**src/rtl/cdc_pkg.sv**
```systemverilog
// Shared types and constants for the clock-domain-crossing handshake blocks.
package cdc_pkg;

  // Receiver handshake state: waiting for a request, or holding ack high.
  typedef enum logic {HS_RX_IDLE, HS_RX_ACK_HI} hs_rx_state_t;

  // A single flop is not a synchronizer; two stages is the minimum depth.
  localparam int CDC_MIN_SYNC_STAGES = 2;

endpackage

```
**src/rtl/cdc_bit_sync.sv**
```systemverilog
// Multi-stage flop synchronizer for level signals entering this clock domain.
// The chain is tagged ASYNC_REG so placement keeps the stages together.
module cdc_bit_sync #(
  parameter int WIDTH  = 1,
  parameter int STAGES = 2
) (
  input  logic             clk,
  input  logic             srst,
  input  logic [WIDTH-1:0] d,
  output logic [WIDTH-1:0] q
);

  (* ASYNC_REG = "TRUE" *) logic [WIDTH-1:0] chain_reg [STAGES];

  for (genvar gi = 0; gi < STAGES; gi++) begin : g_stage
    if (gi == 0) begin : g_first
      // First stage samples the asynchronous input directly.
      always_ff @(posedge clk) begin
        if (srst) chain_reg[gi] <= '0;
        else      chain_reg[gi] <= d;
      end
    end else begin : g_next
      // Later stages give metastability time to resolve.
      always_ff @(posedge clk) begin
        if (srst) chain_reg[gi] <= '0;
        else      chain_reg[gi] <= chain_reg[gi-1];
      end
    end
  end

  assign q = chain_reg[STAGES-1];

endmodule

```
**src/rtl/cdc_hs_receiver.sv**
```systemverilog
// Destination side of a 4-phase req/ack handshake: synchronizes req, captures the
// data bundle into a small show-ahead buffer, returns ack, and streams words out
// with valid/ready backpressure. A full buffer withholds ack so the source stalls.
// Optional build macro CDC_HS_RX_PARITY_EN adds an even-parity check on capture
// (ports async_par / par_err, par_err sticky until reset).
module cdc_hs_receiver
  import cdc_pkg::*;
#(
  parameter int DATA_WIDTH  = 32,
  parameter int SYNC_STAGES = 2,
  parameter int FIFO_DEPTH  = 2
) (
  input  logic                          dst_clk,
  input  logic                          dst_rst,
  input  logic                          async_req,
  input  logic [DATA_WIDTH-1:0]         async_data,
`ifdef CDC_HS_RX_PARITY_EN
  input  logic                          async_par,
  output logic                          par_err,
`endif
  output logic                          async_ack,
  output logic [DATA_WIDTH-1:0]         m_data,
  output logic                          m_valid,
  input  logic                          m_ready,
  output logic [$clog2(FIFO_DEPTH):0]   level,
  output logic                          busy
);

  localparam int PW = $clog2(FIFO_DEPTH);
  localparam int LW = PW + 1;

  if (SYNC_STAGES < CDC_MIN_SYNC_STAGES) begin : g_bad_sync
    $error("cdc_hs_receiver: SYNC_STAGES must be at least CDC_MIN_SYNC_STAGES");
  end
  if (FIFO_DEPTH < 2 || (FIFO_DEPTH & (FIFO_DEPTH - 1)) != 0) begin : g_bad_depth
    $error("cdc_hs_receiver: FIFO_DEPTH must be a power of two and at least 2");
  end

  logic                  req_s;
  hs_rx_state_t          state_reg, state_next;
  logic                  ack_reg, ack_next;
  logic                  push, pop, full;
  logic [DATA_WIDTH-1:0] mem [FIFO_DEPTH];
  logic [PW-1:0]         wr_ptr_reg, rd_ptr_reg;
  logic [LW-1:0]         level_reg;

  // async_req is the only signal crossing in; data is qualified by the synced req.
  cdc_bit_sync #(.WIDTH(1), .STAGES(SYNC_STAGES)) u_req_sync (
    .clk  (dst_clk),
    .srst (dst_rst),
    .d    (async_req),
    .q    (req_s)
  );

  // Full uses the registered level, so a pop in the same cycle does not free a slot.
  always_comb begin
    full = (level_reg == LW'(FIFO_DEPTH));
    pop  = (level_reg != '0) && m_ready;
  end

  // Handshake FSM: one capture per req pulse, ack withheld while the buffer is full.
  always_comb begin
    state_next = state_reg;
    ack_next   = ack_reg;
    push       = 1'b0;
    case (state_reg)
      HS_RX_IDLE: begin
        if (req_s && !full) begin
          push       = 1'b1;
          ack_next   = 1'b1;
          state_next = HS_RX_ACK_HI;
        end
      end
      HS_RX_ACK_HI: begin
        if (!req_s) begin
          ack_next   = 1'b0;
          state_next = HS_RX_IDLE;
        end
      end
      default: begin
        ack_next   = 1'b0;
        state_next = HS_RX_IDLE;
      end
    endcase
  end

  // State and ack register; ack comes straight from a flop so it cannot glitch.
  always_ff @(posedge dst_clk) begin
    if (dst_rst) begin
      state_reg <= HS_RX_IDLE;
      ack_reg   <= 1'b0;
    end else begin
      state_reg <= state_next;
      ack_reg   <= ack_next;
    end
  end

  // Buffer storage; contents need no reset since m_valid gates them.
  always_ff @(posedge dst_clk) begin
    if (push) mem[wr_ptr_reg] <= async_data;
  end

  // Pointers wrap naturally at the power-of-two depth; level tracks occupancy.
  always_ff @(posedge dst_clk) begin
    if (dst_rst) begin
      wr_ptr_reg <= '0;
      rd_ptr_reg <= '0;
      level_reg  <= '0;
    end else begin
      if (push) wr_ptr_reg <= wr_ptr_reg + PW'(1);
      if (pop)  rd_ptr_reg <= rd_ptr_reg + PW'(1);
      case ({push, pop})
        2'b10:   level_reg <= level_reg + LW'(1);
        2'b01:   level_reg <= level_reg - LW'(1);
        default: level_reg <= level_reg;
      endcase
    end
  end

`ifdef CDC_HS_RX_PARITY_EN
  logic par_err_reg;

  // Even parity over data+parity must be zero; any bad capture latches the flag.
  always_ff @(posedge dst_clk) begin
    if (dst_rst)                             par_err_reg <= 1'b0;
    else if (push && ^{async_data, async_par}) par_err_reg <= 1'b1;
  end

  assign par_err = par_err_reg;
`endif

  assign async_ack = ack_reg;
  assign m_data    = mem[rd_ptr_reg];
  assign m_valid   = (level_reg != '0);
  assign level     = level_reg;
  assign busy      = (state_reg != HS_RX_IDLE) || (level_reg != '0);

endmodule

```
**config.mk**
```make
export PLATFORM = sky130hd
export DESIGN_NAME = cdc_hs_receiver
export DESIGN_NICKNAME = d
export VERILOG_FILES = /design/src/rtl/cdc_pkg.sv /design/src/rtl/cdc_bit_sync.sv /design/src/rtl/cdc_hs_receiver.sv
export SDC_FILE = /design/constraint.sdc
export NUM_CORES = 1
export LEC_CHECK = 0
export CAP_MARGIN = 10
export CORE_MARGIN = 2
export CORE_UTILIZATION = 51
export CTS_CLUSTER_SIZE = 12
export DETAILED_ROUTE_END_ITERATION = 16
export PLACE_DENSITY = 0.87
export SLEW_MARGIN = 25
export SYNTH_ARGS = -nofsm -noshare
export SYNTH_HDL_FRONTEND = slang
export SYNTH_HIERARCHICAL = 1
export SYNTH_SLANG_ARGS = --single-unit
```
**constraint.sdc**
```tcl
create_clock -name dst_clk -period 5.74 [get_ports dst_clk]
set_input_delay 1.148 -clock dst_clk [delete_from_list [all_inputs] [get_ports dst_clk]]
set_output_delay 1.148 -clock dst_clk [all_outputs]
set_load 0.005 [all_outputs]
```
### Word level (Yosys, flattened, before mapping)

Memories as Yosys holds them, arrays and structs flattened. A register that Yosys moved wholly into a read port is not among the register bits.
Cells that the tools add are included.

| storage, ports and cells | value |
|---|---|
| register bits after elaboration | 6 |
| memory bits (writable) | 66 |
| bits of input ports | 36 |
| output and inout bits | 37 |
| memories kept | 2 |

| operators by class | value |
|---|---|
| add/subtract/negate cells | 4 |
| eq/ne operators | 5 |
| muxes and demuxes | 17 |
| bitwise operators | 3 |
| reductions and logical operators | 7 |

Memory list:

| name | words | width | rd ports | clocked after memory_dff | write ports | line | text |
|---|---|---|---|---|---|---|---|
| mem | 2 | 32 | 1 | 1 | 1 | cdc_hs_receiver.sv:43 | `logic [DATA_WIDTH-1:0] mem [FIFO_DEPTH];` |
| u_req_sync.chain_reg | 2 | 1 | 2 | 0 | 2 | cdc_bit_sync.sv:13 | `(* ASYNC_REG = "TRUE" *) logic [WIDTH-1:0] chain_reg [STAGES];` |

Operator list:

| operator | number |
|---|---|
| 2-to-1 mux 1 bit | 14 |
| equality test 2 bit, second input constant | 2 |
| inequality test 2 bit, second input constant | 2 |
| case mux 1 bit (2 select lines) | 2 |
| case mux 2 bit (2 select lines) | 1 |
| nonzero test 2 bit | 2 |
| adder 1 bit, second input constant | 2 |
| adder 2 x 1 -> 2 bit, second input constant | 1 |
| equality test 2 x 1 -> 1 bit, second input constant | 1 |
| logical AND 1 bit | 2 |
| OR 1 bit | 2 |
| AND reduction 2 bit | 1 |
| subtractor 2 x 1 -> 2 bit, second input constant | 1 |
| logical NOT 1 bit | 1 |
| logical OR 1 bit | 1 |
| NOT 1 bit | 1 |

### Logic depth before layout (Yosys ltp)

Gate-level depths: netlist of the first run.

| logic depth | value |
|---|---|
| word-level depth | 7 |
| gate-level depth with buffers | 6 |
| depth with buffers taken out | 6 |

### Hierarchy

The synthesis of the first run kept the hierarchy.

Modules (own cells, without submodules):

| module | times used | cells each | area an instance (µm²) | seq. area each (µm²) |
|---|---|---|---|---|
| cdc_hs_receiver | 1 | 133 | 2595.0 | 2062.0 |
| cdc_bit_sync | 1 | 4 | 52.6 | 40.0 |

### Worst setup path after synthesis of the first run

No wires, ideal clock.

| timing | value |
|---|---|
| kind | reg-to-reg |
| start | register level_reg[0], in the netlist level[0] |
| end | memory mem[1][0], enable pin |
| arrival time | 2101 ps |
| data required time | 5319 ps |
| slack | 3218 ps |
| stages on the path, launching flop included | 4 |
| buffers on the path | 0 |
| cell sequence | dfxtp_1 > nand2b_1 > nand3_1 > nor2_1 |

| between the ends | value |
|---|---|
| longest elaborated chain between the ends | 7 |

Ends and longest elaborated chain:

| what | line | text |
|---|---|---|
| start: declaration | cdc_hs_receiver.sv:45 | `logic [LW-1:0] level_reg;` |
| start signal: assignment | cdc_hs_receiver.sv:113 | `2'b10: level_reg <= level_reg + LW'(1);` |
| start signal: assignment | cdc_hs_receiver.sv:114 | `2'b01: level_reg <= level_reg - LW'(1);` |
| start signal: assignment | cdc_hs_receiver.sv:115 | `default: level_reg <= level_reg;` |
| equality test 2 bit | cdc_hs_receiver.sv:57 | `full = (level_reg == LW'(FIFO_DEPTH));` |
| logical NOT 1 bit | cdc_hs_receiver.sv:68 | `if (req_s && !full) begin` |
| logical AND 1 bit | cdc_hs_receiver.sv:68 |  |
| 2-to-1 mux 1 bit | cdc_hs_receiver.sv:68 |  |
| 2-to-1 mux 1 bit | cdc_hs_receiver.sv:66 | `case (state_reg)` |
| 2-to-1 mux 1 bit | cdc_hs_receiver.sv:100 | `if (push) mem[wr_ptr_reg] <= async_data;` |
| 2-to-1 mux 1 bit (implied by the code) | cdc_hs_receiver.sv:100 |  |
| end: declaration | cdc_hs_receiver.sv:43 |  |

No other way between the ends.

==> results of run 1 <==
[where the power goes]
group | internal [W] | switching (W)
logic | 0.000122 | 0.0000627
registers | 0.000595 | 0.0000106
clock network | 0.000208 | 0.000170
total | 0.000925 | 0.000243
[cells in the mapped netlist]
| library cell | number |
|---|---|
| a21oi_1 | 3 |
| nor3b_1 | 1 |
| inv_1 | 3 |
| nor2_1 | 5 |
| o21ai_0 | 2 |
| xor2_1 | 1 |
| nand2b_1 | 1 |
| nor2b_1 | 2 |
| a31o_2 | 1 |
| mux2_2 | 30 |
| o21a_1 | 1 |
| nand4_1 | 1 |
| or3_1 | 2 |
| mux2_1 | 2 |
| xnor2_1 | 2 |
| edfxtp_1 | 64 |
| nand3_1 | 1 |
| or2_2 | 1 |
| clkbuf_1 | 1 |
| ha_1 | 1 |
| dfxtp_1 | 9 |
| buf_2 | 3 |
[through the flow]
stage / hold slack (ns) / std cells / setup WS, ns / power, W
after floorplan: 0.4138 / 137 / 3.218 / 0.0006937
after global routing: 0.4822 / 293 / 2.436 / 0.001211
after global placement: 0.4192 / 277 / 2.925 / 0.0007969
after CTS: 0.4784 / 293 / 2.498 / 0.001179
after detailed placement: 0.4492 / 277 / 2.874 / 0.0008025
final: 0.4751 / 293 / 2.549 / 0.001168
[cells by family after synthesis]
| family | Yosys count | synth area share (%) |
|---|---|---|
| buffers and inverters | 7 | 1.134 |
| flip-flops | 73 | 79.39 |
| adder cells (fa/ha/maj) | 1 | 0.4725 |
| AND/OR/NAND/NOR | 14 | 2.836 |
| multiplexers | 32 | 13.61 |
| XOR/XNOR | 3 | 0.9926 |
| AO/OA/AOI/OAI | 7 | 1.560 |
[path summary, 6_finish.rpt]
path                                                      endpoint  slack (ns)                          startpoint
worst max-delay path                                    m_data[19]        2.55                            register
worst min-delay path            u_req_sync/chain_reg[1]$_SDFF_PP0_        0.48  u_req_sync/chain_reg[0]$_SDFF_PP0_
worst max register to register                mem[1][12]$_DFFE_PP_        3.77               level[0]$_SDFFE_PP0P_
worst min register to register  u_req_sync/chain_reg[1]$_SDFF_PP0_        0.48  u_req_sync/chain_reg[0]$_SDFF_PP0_
[layer usage]
layer,vias to the layer above,part of all wire [%],GRT usage (%)
li1,686,-,-
met3,4,4.0,3.910
met1,714,39,18.36
met5,-,0,0
met4,0,0.74,5.636
met2,42,56,32.23
[worst max-delay path: stages (launching register included)]
cell,delay (ns)
dfxtp_1,0.46
buf_4,0.39
mux2_2,0.39
clkdlybuf4s50_1,0.46
[final cells by class]
cell class | count | share of cell area (%)
sequential | 73 | 57.53
inverter | 3 | 0.3082
clock buffer | 15 | 5.137
timing repair buffer | 74 | 20.14
clock inverter | 1 | 0.1712
multi-input combinational | 57 | 14.32
tap | 70 | 2.397
[layout by cell type (no fill, tap or decap), types with 3 or more instances in the layout]
cell type	synthesis	layout
a21oi_1	3	3
clkbuf_1	1	3
edfxtp_1	64	64
mux2_2	30	30
clkbuf_8	0	11
clkdlybuf4s50_1	0	72
dfxtp_1	9	9
nor2_1	5	4
inv_1	3	3
==> flow_metrics.py, run 1 <==
metrics = {
    "route": {
        "wl_per_cell_um": 16.23,
        "via_count": 1446,
        "drt_pass1_iterations": 4,
        "vias_per_cell": 4.935,
        "drt_wl_total_um": 4755,
        "final_antenna_net_count": 0,
        "drc_errors": 0,
        "drtIter0Drc": 66,
    },
    "floorplan": {
        "core_region_area_um2": 5042,
        "rows": 26,
        "start_util_pct": 52.51,
        "dieArea_um2": 5784,
        "pin_count": 73,
        "die_y_um": 76.05,
        "fp.dieW_um": 76.05,
    },
    "critical_path": {
        "crit_fanout": 27,
        "cp_data_required_time_ns": 4.59,
        "crit_type": "reg -> out",
        "reg2reg_depth": 3,
        "crit_arrival_ns": 2.04,
        "setup.worst_path.end_class": "primary output",
        "start_kind": "register",
    },
    "job": {
        "max_cap_violations": 0,
    },
    "place": {
        "placed_cell_area_um2": 3460,
        "dp_hpwl_um": 3077,
        "portBuffers": 72,
        "gp_congestion": 0.7768,
    },
    "logic_synthesis": {
        "yosysSeqAreaShare_pct": 79.40,
        "ys_warn_count": 6,
        "synth_fp_nets": 174,
        "yosys.area.top_type": "edfxtp_1",
        "postSynthAreaPerCell_um2": 19.33,
        "netlist_instances": 137,
        "synth_top_cell_area_share_pct": 72.59,
        "synthDistinctLibCells": 22,
        "synth_area_leaders": "edfxtp_1, mux2_2, dfxtp_1",
        "ys_ff_latch": 73,
        "netlist_area_um2": 2648,
    },
    "timing": {
        "worst-slew-pin-transition_ns": 0.9266,
        "fin_crit_sh_pct": 55.59,
        "rsz0062_at_grt": "no",
        "setup_tns_ns": 0,
        "hold_violations": 0,
        "max_freq_ghz": 0.3134,
        "setup_viol": 0,
        "finalCriticalPeriod_ns": 3.191,
        "finalClockSkew_ns": 0.006460,
        "slew_viol_final": 0,
        "slew_headroom_pct": 38.08,
    },
    "global_routing": {
        "grtUsageTotal_pct": 16.88,
        "antenna_found_initial": 0,
        "grt_first_pass_wirelength_um": 7417,
        "grt_pass1_vias": 1555,
        "grt-ovfl-total": 0,
        "grt_start_max_net_pins": 33,
    },
    "layout": {
        "fillers": 341,
        "antenna_cells": 0,
        "register_area_um2": 2102,
        "design_area_um2": 3654,
        "multiInputGateArea_um2": 523.0,
        "nets": 255,
        "area_growth_pct": 38.00,
        "utilization_pct": 72.46,
        "largest_reg_flops": 64,
        "drive_gt1_share_pct": 21.52,
    },
    "clocking": {
        "cts_resized": 0,
        "cts.clk_slew.worst_paths_ns": 0.07,
        "htreeDepth": 3,
        "clock_tree.root_cell": "clkbuf_8",
        "cts_tree": "done",
        "cts_setup_buffers": 0,
        "clk_path_buf_depth": 2,
        "numCtsBuffers": 9,
        "postCtsHoldBufs": 0,
        "clock_latency_ns": 0.32,
        "cts_num_sinks": 73,
    },
    "worst_hold_path": {
        "min_path_type": "reg -> reg",
        "hold_depth": 1,
    },
    "power": {
        "leakagePower_nw": 1.225,
        "p_per_area_nw_per_um2": 319.6,
        "vdd_drop_max_uv": 212.5,
    },
    "status": {
        "status": "complete, no violations",
    },
}
(Power assumes the default switching activity.)
==> run 2: changes to the inputs <==
--- a/config.mk
+++ b/config.mk
@@ -7,10 +7,10 @@
 export LEC_CHECK = 0
 export CAP_MARGIN = 10
 export CORE_MARGIN = 2
-export CORE_UTILIZATION = 51
+export CORE_UTILIZATION = 47
 export CTS_CLUSTER_SIZE = 12
 export DETAILED_ROUTE_END_ITERATION = 16
-export PLACE_DENSITY = 0.87
+export PLACE_DENSITY = 0.81
 export SLEW_MARGIN = 25
 export SYNTH_ARGS = -nofsm -noshare
 export SYNTH_HDL_FRONTEND = slang
==> constraint.sdc (replaced) <==
create_clock -name dst_clk -period 3.25 [get_ports dst_clk]
set_input_delay 0.65 -clock dst_clk [delete_from_list [all_inputs] [get_ports dst_clk]]
set_output_delay 0.65 -clock dst_clk [all_outputs]
set_load 0.005 [all_outputs]
==> flow_metrics.py, run 2 (same netlist as run 1, synthesis figures left out) <==
metrics = {
    "clocking": {
        "cts_setup_buffers": 0,
        "clock_tree.root_cell": "clkbuf_8",
        "cts_num_sinks": 73,
        "cts_resized": 0,
        "clock_latency_ns": 0.34,
        "postCtsHoldBufs": 0,
        "cts_tree": "done",
        "cts.clk_slew.worst_paths_ns": 0.07,
        "htreeDepth": 3,
        "clk_path_buf_depth": 2,
        "numCtsBuffers": 9,
    },
    "global_routing": {
        "grtUsageTotal_pct": 16.24,
        "grt-ovfl-total": 0,
        "grt_first_pass_wirelength_um": 7355,
        "grt_pass1_vias": 1537,
        "grt_start_max_net_pins": 33,
        "antenna_found_initial": 0,
    },
    "timing": {
        "finalCriticalPeriod_ns": 2.682,
        "max_freq_ghz": 0.3729,
        "rsz0062_at_grt": "no",
        "setup_tns_ns": 0,
        "worst-slew-pin-transition_ns": 0.9297,
        "fin_crit_sh_pct": 82.51,
        "finalClockSkew_ns": 0.006526,
        "slew_viol_final": 0,
        "setup_viol": 0,
        "slew_headroom_pct": 37.87,
        "hold_violations": 0,
    },
    "route": {
        "wl_per_cell_um": 16.15,
        "drt_wl_total_um": 4763,
        "drt_pass1_iterations": 4,
        "final_antenna_net_count": 0,
        "vias_per_cell": 4.942,
        "via_count": 1458,
        "drc_errors": 0,
        "drtIter0Drc": 134,
    },
    "critical_path": {
        "cp_cell_sequence": "buf_4 -> mux2_2 -> clkdlybuf4s50_1",
        "crit_fanout": 27,
        "critical_path.max_stage_delay_ns": 0.46,
        "reg2reg_depth": 3,
        "worst-path-buf-inv": 2,
        "cpMaxStageDelayCell": "clkdlybuf4s50_1",
        "crit_type": "reg -> out",
        "setup.worst_path.end_class": "primary output",
        "start_kind": "register",
        "critPathTopFamily": "buffers and inverters",
        "rr_startpoint": "level[0]$_SDFFE_PP0P_",
        "reg2reg_to": "mem[1][12]$_DFFE_PP_",
        "crit_arrival_ns": 2.03,
        "cp_data_required_time_ns": 2.60,
        "regToRegSetupSlack_ns": 1.20,
    },
    "job": {
        "max_cap_violations": 0,
    },
    "power": {
        "p_int_w": 0.001616,
        "p_seq_share_pct": 52.2,
        "leakagePower_nw": 1.217,
        "p_comb_share_pct": 16.0,
        "vdd_drop_max_uv": 316.4,
        "clockPowerShare_pct": 31.8,
        "swShare_pct": 21.16,
        "switching_power_w": 0.0004336,
        "p_per_area_nw_per_um2": 562.9,
    },
    "layout": {
        "utilization_pct": 66.53,
        "register_area_um2": 2102,
        "final_cell_mix": "clkdlybuf4s50_1, edfxtp_1, mux2_2",
        "drive_gt1_share_pct": 21.08,
        "antenna_cells": 0,
        "layout.cells.non_filler": 295,
        "final_common_cell": "clkdlybuf4s50_1",
        "fillers": 411,
        "multiInputGateArea_um2": 523.0,
        "area_growth_pct": 37.52,
        "nets": 255,
        "largest_reg_flops": 64,
    },
    "floorplan": {
        "fp.dieW_um": 79.06,
        "rows": 27,
        "pin_count": 73,
        "dieArea_um2": 6250,
        "start_util_pct": 48.38,
        "core_region_area_um2": 5473,
        "die_y_um": 79.06,
    },
    "worst_hold_path": {
        "min_path_type": "reg -> reg",
        "hold_depth": 1,
        "hold_end": "u_req_sync/chain_reg[1]$_SDFF_PP0_",
        "worstHoldStart": "u_req_sync/chain_reg[0]$_SDFF_PP0_",
    },
    "place": {
        "portBuffers": 72,
        "gp_congestion": 0.7201,
        "dp_hpwl_um": 3074,
        "dp_cells": 279,
    },
    "status": {
        "status": "complete, no violations",
    },
}
run 2: worst max-delay path by stage:
stage / start / to / cells past startpoint
after global placement: register / m_data[29] / 3
after floorplan: level[0]$_SDFFE_PP0P_ / mem[1][0]$_DFFE_PP_ / 3
final: register / m_data[8] / 3
after global routing: register / m_data[30] / 3
after detailed placement: register / m_data[30] / 3
after CTS: register / m_data[29] / 3
run 2: power groups by stage:
stage	sequential [W]	combinational (W)	clock [W]
4_1_cts	0.00107	0.000333	0.000662
6_report	0.00107	0.000328	0.000651
2_1_floorplan	0.00108	0.000142	0
5_1_grt	0.00107	0.000354	0.000699
3_3_place_gp	0.00109	0.000322	0
3_5_place_dp	0.00109	0.000327	0
run 2: per-stage QoR:
stage	hold slack [ns]	power [W]	area [µm²]	worst slack, ns
after global routing	0.4642	0.002125	3641	0.4637
after global placement	0.4179	0.001409	3462	0.9334
after detailed placement	0.4273	0.001417	3462	0.9092
after floorplan	0.4138	0.001225	2648	0.7279
final	0.4410	0.002050	3641	0.5685
after CTS	0.4433	0.002065	3641	0.5352
run 2: layout make-up:
class                   instances  share of cell area, %
flip-flops and latches         73                  57.73
repair buffers                 74                  20.21
multi-input cells              57                  14.36
clock buffers                  12                  3.711
well taps                      72                  2.474
clock inverters                 4                  1.203
inverters                       3                 0.3093
run 2: layer usage:
layer / routed length (µm) / GRT usage (%) / vias up
met2: 2379 / 25.85 / 56
li1: - / - / 688
met5: 0 / 0 / -
met1: 1989 / 19.91 / 702
met4: 123 / 10.17 / 0
met3: 271 / 4.091 / 12
==> run 3: changes to the inputs <==
==> constraint.sdc (replaced) <==
create_clock -name dst_clk -period 2.8 [get_ports dst_clk]
set_input_delay 0.56 -clock dst_clk [delete_from_list [all_inputs] [get_ports dst_clk]]
set_output_delay 0.56 -clock dst_clk [all_outputs]
set_load 0.005 [all_outputs]
==> flow_metrics.py, run 3 (same netlist as run 1, synthesis figures left out) <==
metrics = {
    "floorplan": {
        "fp.dieW_um": 79.06,
        "start_util_pct": 48.38,
        "rows": 27,
        "pin_count": 73,
        "die_y_um": 79.06,
        "core_region_area_um2": 5473,
        "dieArea_um2": 6250,
    },
    "timing": {
        "fin_crit_sh_pct": 87.15,
        "worst-slew-pin-transition_ns": 0.6489,
        "max_freq_ghz": 0.4098,
        "hold_violations": 0,
        "fin_ws_ns": 0.3599,
        "setup_viol": 0,
        "slew_viol_final": 0,
        "finalClockSkew_ns": 0.007098,
        "rsz0062_at_grt": "no",
        "finalCriticalPeriod_ns": 2.440,
        "setup_tns_ns": 0,
        "slew_headroom_pct": 56.69,
    },
    "global_routing": {
        "grt_start_max_net_pins": 28,
        "grt_first_pass_wirelength_um": 6844,
        "antenna_found_initial": 0,
        "grt-ovfl-total": 0,
        "grtUsageTotal_pct": 15.21,
        "grt_pass1_vias": 1497,
    },
    "route": {
        "wl_met1_um": 1936,
        "drc_errors": 0,
        "drtIter0Drc": 69,
        "drt_pass1_iterations": 4,
        "final_antenna_net_count": 0,
        "vias_per_cell": 4.892,
        "wl_per_cell_um": 15.44,
        "wl_met2_um": 2309,
        "via_count": 1448,
        "met3WireLength_um": 261,
        "highest_layer": "met4",
        "drt_wl_total_um": 4570,
    },
    "layout": {
        "nets": 256,
        "final_cell_mix": "clkdlybuf4s50_1, edfxtp_1, mux2_2",
        "final_common_cell": "clkdlybuf4s50_1",
        "drive_gt1_share_pct": 20.98,
        "largest_reg_flops": 64,
        "antenna_cells": 0,
        "layout.cells.non_filler": 296,
        "area_growth_pct": 39.18,
    },
    "critical_path": {
        "reg2reg_to": "mem[0][4]$_DFFE_PP_",
        "cp_data_required_time_ns": 2.24,
        "crit_arrival_ns": 1.88,
        "critical_path.max_stage_delay_ns": 0.49,
        "rr_startpoint": "level[0]$_SDFFE_PP0P_",
        "cpMaxStageDelayCell": "dfxtp_1",
        "reg2reg_depth": 4,
        "setup.worst_path.end_class": "primary output",
        "cp_cell_sequence": "buf_12 -> mux2_2 -> clkdlybuf4s50_1",
        "critPathTopFamily": "buffers and inverters",
        "crit_end": "m_data[21]",
        "worst-path-buf-inv": 2,
        "crit_fanout": 27,
        "cp.depth": 3,
        "crit_type": "reg -> out",
        "start_kind": "register",
        "regToRegSetupSlack_ns": 0.88,
    },
    "clocking": {
        "cts_tree": "done",
        "cts_setup_buffers": 0,
        "numCtsBuffers": 9,
        "cts_resized": 0,
        "htreeDepth": 3,
        "clock_tree.root_cell": "clkbuf_8",
        "cts.clk_slew.worst_paths_ns": 0.06,
        "cts_num_sinks": 73,
        "clock_latency_ns": 0.33,
        "clk_path_buf_depth": 2,
        "postCtsHoldBufs": 0,
    },
    "place": {
        "dp_cells": 280,
        "gp_congestion": 0.7061,
        "portBuffers": 72,
        "dp_hpwl_um": 3034,
        "dpl_worst_slack_ns": 0.6902,
    },
    "worst_hold_path": {
        "min_path_type": "reg -> reg",
    },
    "status": {
        "status": "complete, no violations",
    },
    "power": {
        "leakagePower_nw": 1.230,
        "vdd_drop_max_uv": 398.5,
        "p_per_area_nw_per_um2": 642.0,
    },
    "job": {
        "max_cap_violations": 0,
    },
}
run 3: cell type report:
class / count / area, µm²
Tap cell: 72 / 90.09
Inverter: 3 / 11.26
Sequential cell: 73 / 2102
Timing Repair Buffer: 75 / 780.7
Clock buffer: 11 / 131.4
Multi-Input combinational cell: 57 / 523.0
Clock inverter: 5 / 46.29
Fill cell: 384 / 1788
run 3: how the worst min path moves through the flow:
stage / start / endpoint / slack, ns / cells after the start
after floorplan: u_req_sync/chain_reg[0]$_SDFF_PP0_ / u_req_sync/chain_reg[1]$_SDFF_PP0_ / 0.41 / 1
after global placement: u_req_sync/chain_reg[0]$_SDFF_PP0_ / u_req_sync/chain_reg[1]$_SDFF_PP0_ / 0.42 / 1
after detailed placement: u_req_sync/chain_reg[0]$_SDFF_PP0_ / u_req_sync/chain_reg[1]$_SDFF_PP0_ / 0.43 / 1
after CTS: u_req_sync/chain_reg[0]$_SDFF_PP0_ / u_req_sync/chain_reg[1]$_SDFF_PP0_ / 0.45 / 1
after global routing: u_req_sync/chain_reg[0]$_SDFF_PP0_ / u_req_sync/chain_reg[1]$_SDFF_PP0_ / 0.46 / 1
final: u_req_sync/chain_reg[0]$_SDFF_PP0_ / u_req_sync/chain_reg[1]$_SDFF_PP0_ / 0.44 / 1
run 3: per-layer routing:
layer  track usage, %  up-vias
met5                0        -
met4            8.448        0
met3            4.659        7
met2            25.59       50
met1            17.28      704
li1                 -      687
run 3: worst reg2reg max path, cell delays in order, from the launching register on:
cell      delay, ns
dfxtp_1        0.47
nand2b_1       0.22
nand4_1        0.16
inv_1          0.51
buf_12         0.26
run 3: report_power, final:
group          internal [W]  total [W]  leakage (nW)  switching [W]
Combinational      0.000259   0.000388         0.485       0.000129
Clock              0.000401   0.000735        0.0898       0.000333
Sequential          0.00122    0.00124         0.654      0.0000238
run 3: through the flow:
| step | power, W | cell area (µm²) | hold slack [ns] | utilization (%) |
|---|---|---|---|---|
| floorplan | 0.001422 | 2648 | 0.4138 | - |
| global placement | 0.001646 | 3507 | 0.4203 | 64.08 |
| detailed placement | 0.001655 | 3507 | 0.4341 | 64.08 |
| CTS | 0.002393 | 3685 | 0.4493 | 67.33 |
| global route | 0.002455 | 3685 | 0.4596 | 67.33 |
| finish | 0.002366 | 3685 | 0.4446 | 67.33 |
